`src/rtl/cpu_pkg.sv`:
```
// Shared pipeline types: data-cache controller states and default line geometry.
package cpu_pkg;
  typedef enum logic [1:0] {IDLE, WB, FILL} dcache_state_t;

  localparam int DC_LINES  = 32;
  localparam int DC_IDX_W  = $clog2(DC_LINES);
  localparam int DC_TAG_W  = 30 - DC_IDX_W;
  localparam int DC_LINE_W = 2 + DC_TAG_W + 32;
endpackage

```
`src/rtl/dcache_sram.sv`:
```
// Line storage for the direct-mapped data cache: async read, sync write,
// valid/dirty cleared by reset (tag/data left uninitialised).
module dcache_sram
  import cpu_pkg::*;
#(
  parameter  int LINES = DC_LINES,
  localparam int IDX_W = $clog2(LINES),
  localparam int TAG_W = 30 - IDX_W
) (
  input  logic             clk_i,
  input  logic             rst_i,
  input  logic [IDX_W-1:0] idx_i,
  output logic             valid_o,
  output logic             dirty_o,
  output logic [TAG_W-1:0] tag_o,
  output logic [31:0]      data_o,
  input  logic             we_i,
  input  logic             dirty_i,
  input  logic [TAG_W-1:0] tag_i,
  input  logic [31:0]      data_i
);
  logic [LINES-1:0] valid_q, dirty_q;
  logic [TAG_W-1:0] tag_q  [LINES];
  logic [31:0]      data_q [LINES];

  assign valid_o = valid_q[idx_i];
  assign dirty_o = dirty_q[idx_i];
  assign tag_o   = tag_q[idx_i];
  assign data_o  = data_q[idx_i];

  always_ff @(posedge clk_i or negedge rst_i) begin
    if (!rst_i) begin
      valid_q <= '0;
      dirty_q <= '0;
    end else if (we_i) begin
      valid_q[idx_i] <= 1'b1;
      dirty_q[idx_i] <= dirty_i;
    end
  end

  always_ff @(posedge clk_i) begin
    if (we_i) begin
      tag_q[idx_i]  <= tag_i;
      data_q[idx_i] <= data_i;
    end
  end
endmodule

```
`src/rtl/dcache_ctrl.sv`:
```
// Direct-mapped write-back/write-allocate D-cache controller: hits in the
// access cycle, misses stall the pipeline through a write-back/refill handshake.
module dcache_ctrl
  import cpu_pkg::*;
#(
  parameter int LINES = DC_LINES
) (
  input  logic        clk_i,
  input  logic        rst_i,
  input  logic        cpu_req_i,
  input  logic        cpu_we_i,
  input  logic [31:0] cpu_addr_i,
  input  logic [31:0] cpu_data_i,
  output logic [31:0] cpu_data_o,
  output logic        hold_o,
  output logic        mem_req_o,
  output logic        mem_we_o,
  output logic [31:0] mem_addr_o,
  output logic [31:0] mem_data_o,
  input  logic [31:0] mem_data_i,
  input  logic        mem_ack_i
);
  localparam int IDX_W = $clog2(LINES);
  localparam int TAG_W = 30 - IDX_W;

  dcache_state_t state_q, state_d;

  logic [IDX_W-1:0] idx;
  logic [TAG_W-1:0] tag;
  logic             l_valid, l_dirty, hit;
  logic [TAG_W-1:0] l_tag;
  logic [31:0]      l_data;
  logic             wr_en, wr_dirty;
  logic [31:0]      wr_data;
  logic             unused_addr;

  assign idx         = cpu_addr_i[IDX_W+1:2];
  assign tag         = cpu_addr_i[31:IDX_W+2];
  assign hit         = cpu_req_i & l_valid & (l_tag == tag);
  assign unused_addr = &{1'b0, cpu_addr_i[1:0]};

  dcache_sram #(.LINES(LINES)) u_sram (
    .clk_i   (clk_i),
    .rst_i   (rst_i),
    .idx_i   (idx),
    .valid_o (l_valid),
    .dirty_o (l_dirty),
    .tag_o   (l_tag),
    .data_o  (l_data),
    .we_i    (wr_en),
    .dirty_i (wr_dirty),
    .tag_i   (tag),
    .data_i  (wr_data)
  );

  always_ff @(posedge clk_i or negedge rst_i) begin
    if (!rst_i) state_q <= IDLE;
    else        state_q <= state_d;
  end

  // Reset forces state to IDLE asynchronously; gating the IDLE miss term with
  // rst_i keeps hold_o low while reset is held even if cpu_req_i is high.
  always_comb begin
    state_d    = state_q;
    hold_o     = 1'b0;
    mem_req_o  = 1'b0;
    mem_we_o   = 1'b0;
    mem_addr_o = '0;
    mem_data_o = '0;
    cpu_data_o = '0;
    wr_en      = 1'b0;
    wr_dirty   = 1'b0;
    wr_data    = cpu_data_i;
    case (state_q)
      IDLE: begin
        if (hit) begin
          cpu_data_o = l_data;
          wr_en      = cpu_we_i;
          wr_dirty   = 1'b1;
        end else if (cpu_req_i) begin
          hold_o  = rst_i;
          state_d = (l_valid & l_dirty) ? WB : FILL;
        end
      end
      WB: begin
        hold_o     = 1'b1;
        mem_req_o  = 1'b1;
        mem_we_o   = 1'b1;
        mem_addr_o = {l_tag, idx, 2'b00};
        mem_data_o = l_data;
        if (mem_ack_i) state_d = FILL;
      end
      FILL: begin
        hold_o     = 1'b1;
        mem_req_o  = 1'b1;
        mem_addr_o = {cpu_addr_i[31:2], 2'b00};
        if (mem_ack_i) begin
          wr_en    = 1'b1;
          wr_dirty = 1'b0;
          wr_data  = mem_data_i;
          state_d  = IDLE;
        end
      end
      default: state_d = IDLE;
    endcase
  end
endmodule

```
`config.mk`:
```
export PLATFORM = sky130hd
export DESIGN_NAME = dcache_ctrl
export DESIGN_NICKNAME = d
export VERILOG_FILES = /design/src/rtl/cpu_pkg.sv /design/src/rtl/dcache_sram.sv /design/src/rtl/dcache_ctrl.sv
export SDC_FILE = /design/constraint.sdc
export NUM_CORES = 2
export LEC_CHECK = 0
export ABC_CLOCK_PERIOD_IN_PS = 5300
export CORE_ASPECT_RATIO = 1.75
export CORE_UTILIZATION = 55
export DETAILED_ROUTE_END_ITERATION = 6
export PLACE_DENSITY = 0.86
export SLEW_MARGIN = 20
export SYNTH_ARGS = -nofsm -noshare
export SYNTH_HDL_FRONTEND = slang
export SYNTH_SLANG_ARGS = --single-unit
```
`constraint.sdc`:
```
create_clock -name clk_i -period 5.3 [get_ports clk_i]
set_clock_uncertainty 0.2 [all_clocks]
set_input_delay 1.06 -clock clk_i [delete_from_list [all_inputs] [get_ports clk_i]]
set_output_delay 1.06 -clock clk_i [all_outputs]
set_load 0.02 [all_outputs]
```
==> flow_metrics.py <==
metrics = {
    "synth": {
        "synth-warning-count": 0,
        "yosysUniqueCellTypes": 59,
        "synth_seq_area_share": 0.7642,
        "synth_edf_count": 1824,
        "synth_flop_cell": "edfxtp_1",
        "synthDominantCellAreaShare": 0.7419,
        "netlist_area_before_placement_sq_um": 73830,
        "synthDominantAreaCellType": "edfxtp_1",
        "synth_cells": 3695,
        "postSynthAreaPerCell_sq_um": 19.98,
        "asyncSetResetFlopFracSynth": 0.03492,
        "postSynthRegisterBits": 1890,
        "synth_area_leaders": "edfxtp_1 74%, mux4_2 8.1%, mux2i_1 5.6%",
    },
    "worst_setup_path": {
        "worst_r2r_endpoint": "u_sram.data_q[5][19]$_DFFE_PP_",
        "rrSetupSlack_ps": 420,
        "ff2ff_path_depth": 13,
        "timing.critical_path.to": "cpu_data_o[19]",
        "cp-start-kind": "input port",
        "crit_fanout": 8,
        "worst_setup_path_startpoint": "cpu_addr_i[2]",
        "regToRegStartpoint": "u_sram.tag_q[5][13]$_DFFE_PP_",
        "critPathRequiredTime_ps": 4040,
        "crit_type": "input port to output port",
        "worstPathArrival_ps": 4660,
        "crit_path_end_kind": "output port",
    },
    "power": {
        "pwr-share-clk": 0.368,
        "p_int_w": 0.02481,
        "power.static_leakage_nw": 31.10,
        "pd_cells_nw_per_um2": 354.8,
        "switching_power_w": 0.007910,
        "power.share.switching": 0.2418,
        "irDropWorstVdd_mv": 0.3154,
        "power.share.sequential": 0.523,
        "p_comb_frac": 0.109,
    },
    "drt": {
        "ant_nets": 0,
        "drc": 0,
        "viasPerCell": 7.164,
        "drt-pass1-iter-count": 7,
        "dr_total_vias": 45950,
        "routed_wire_length_per_instance_um": 39.31,
        "detail_route.wirelength_um": 252200,
        "drt_first_iter_violations": 7675,
    },
    "cells_and_area": {
        "layout-drive-gt1-share": 0.3315,
        "areaGrowthSynthToFinish_pct": 24.89,
        "multi_input_combinational_cell_area_sq_um": 17730,
        "fillCellCount": 7334,
        "final_net_count": 4603,
        "utilization": 0.6928,
        "sequential_cell_area_sq_um": 56420,
    },
    "clock_network": {
        "cts-root-buf": "clkbuf_16",
        "maximum_root_to_sink_buffer_count": 3,
        "insertion_delay_ps": 820,
        "clock_buffers_created_by_tritoncts": 154,
        "clkSinkCount": 1890,
        "cts_tree": "done",
        "cts_htree_levels": 4,
        "clkSlewWorstSetupHoldPaths_ps": 70,
    },
    "sta": {
        "final_hold_vio_count": 0,
        "setup_ws_ps": -624.6,
        "report.final.setup_viol": 70,
        "timing.final.max_slew_violations": 0,
        "worst_slew_margin_rel": 0.3775,
        "maxClockFrequency_mhz": 168.8,
        "post-route-min-period_ps": 5925,
        "holdWs_ps": 288.8,
        "tightest_slew_ps": 931.9,
        "unrepaired_setup_endpoints_after_global_routing": "true",
        "fin_crit_share": 1.118,
    },
    "run": {
        "drv_cap": 0,
    },
    "global_routing": {
        "grt_overflow": 0,
        "number_of_global_route_vias_before_repair": 45670,
        "grt_util_met1": 0.4135,
        "grt_first_pass_wirelength_um": 342700,
        "total_routing_resource_utilization_after_global_routing": 0.3673,
        "initial_antenna_violation_count": 4,
        "grt_most_used_layer": "met2",
        "maximum_number_of_pins_on_one_net_before_global_route_repair": 70,
        "global_route.usage.met2": 0.5976,
        "grtUsageMet3": 0.08750,
    },
    "worst_hold_path": {
        "start_point_of_the_worst_min_delay_path": "u_sram.valid_q[12]$_DFFE_PN0P_",
        "min-delay-path-class": "register to register",
    },
    "placed_design": {
        "place.gp.congestion": 1.021,
        "port_buffers": 195,
        "post-dp-hpwl_um": 137000,
    },
    "run_status": {
        "status": "finished with violations",
        "violations_in_the_final_reports": "setup timing",
    },
    "die": {
        "pin_count": 200,
        "dieHeight_um": 486.7,
        "floorplan.initialDensity": 0.5547,
        "floorplan.core_area_sq_um": 133100,
        "rows": 177,
        "die_area_sq_um": 135800,
        "die_w_um": 279.0,
    },
}
==> cell usage in the layout (no fill, tap or decap), types with 34 or more instances in the layout <==
cell type and n:
edfxtp_1 1824, buf_4 400, mux2i_1 325, mux4_2 264
buf_12 199, o22ai_1 182, clkbuf_16 164, clkdlybuf4s50_1 139
a22oi_1 70, nor2_1 67, dfrtp_1 66, mux2i_2 64
nor2_4 57, buf_6 57, a21oi_1 48, nand2_1 46
o21ai_0 37, nor4_2 34, a22o_1 34
==> metrics by stage <==
stage	total power [W]	cell area [sq um]	setup WS, ps	instances	setup TNS (ps)
after floorplan	0.01897	74010	-132.6	3696	-229050
after CTS	0.03235	90670	-607.2	6365	-13630
after global placement	0.02040	83620	-1667	6031	-1891790
after detailed placement	0.02051	83620	-1614	6031	-1853820
final	0.03272	92210	-624.6	6414	-19950
after global routing	0.03322	92200	-656.5	6412	-19520
==> flip-flops by register name, indices dropped and copies added, names as in the netlist <==
name / flops
state_q: 2
u_sram.data_q: 1024
u_sram.valid_q: 32
u_sram.tag_q: 800
u_sram.dirty_q: 32
==> cell families (layout without fill, tap and decap cells) <==
logic type / Yosys count / in the layout / synth area share
DFF: 1890 / 1890 / 0.7642
buffers and inverters: 229 / 1154 / 0.01713
other: 1 / 5 / 0.00005079
adders and majority gates: 4 / 4 / 0.0006779
xor gates and xnor gates: 7 / 7 / 0.0008304
and+or+nand+nor: 342 / 342 / 0.02834
muxes: 713 / 713 / 0.1420
AOI/OAI and AO/OA: 509 / 509 / 0.04676
==> what timing repair did <==
action,CTS,global route
gates resized for setup,413,219
setup buffers,32,41
setup endpoints to repair,1892,226
pin swaps,18,73
gates cloned,24,8
hold buffers,0,0
==> how the worst min path moves through the flow <==
stage,to,slack [ps],cells after the start
CTS,u_sram.valid_q[12]$_DFFE_PN0P_,290,1
global route,u_sram.valid_q[26]$_DFFE_PN0P_,310,1
global placement,u_sram.valid_q[2]$_DFFE_PN0P_,260,1
finish,u_sram.valid_q[12]$_DFFE_PN0P_,290,1
floorplan,u_sram.valid_q[0]$_DFFE_PN0P_,240,1
detailed placement,u_sram.valid_q[28]$_DFFE_PN0P_,260,1
==> per-layer routing <==
layer	part of all wire	vias to the layer above
met5	0.000075	-
met4	0.10	2
met3	0.12	1479
met2	0.48	4938
met1	0.29	22550
li1	-	16980
==> final cells by class <==
cell class / count / share of cell area
flip-flops and latches: 1890 / 0.6119
multi-input cells: 1577 / 0.1923
repair buffers: 869 / 0.1153
clock buffers: 183 / 0.04365
well taps: 1790 / 0.02429
clock inverters: 96 / 0.01217
inverters: 6 / 0.0002442
diodes: 3 / 0.00008142
==> cell usage after synthesis, types with 31 or more instances <==
cell and instances:
clkbuf_1 95, mux2i_1 416, o31ai_1 32, a22oi_1 72
o22ai_1 207, buf_6 31, o21bai_1 32, and3_1 42
o21ai_0 37, nand2_1 49, buf_2 80, a221oi_1 35
nor4_1 46, mux4_2 264, edfxtp_1 1824, nor2_1 96
mux2_2 33, a22o_1 34, a21oi_1 48, dfrtp_1 66
==> critical path, stage by stage <==
cell	delay [ps]
buf_16	150
buf_16	190
buf_8	140
mux2i_1	340
o22ai_1	160
nor4_2	420
a21o_1	230
nand4b_1	360
nand4b_1	320
nor4_1	260
buf_4	170
nand4bb_4	140
buf_12	200
buf_16	160
buf_6	120
nor2_4	70
buf_6	120
==> power groups by stage <==
stage          Sequential [W]  Clock, W  Combinational [W]
4_1_cts                0.0171    0.0119            0.00333
3_5_place_dp           0.0174         0            0.00310
5_1_grt                0.0171    0.0125            0.00363
6_report               0.0171    0.0120            0.00355
3_3_place_gp           0.0174         0            0.00301
2_1_floorplan          0.0174         0            0.00161
Note: power is estimated with default switching activity, not from simulation.
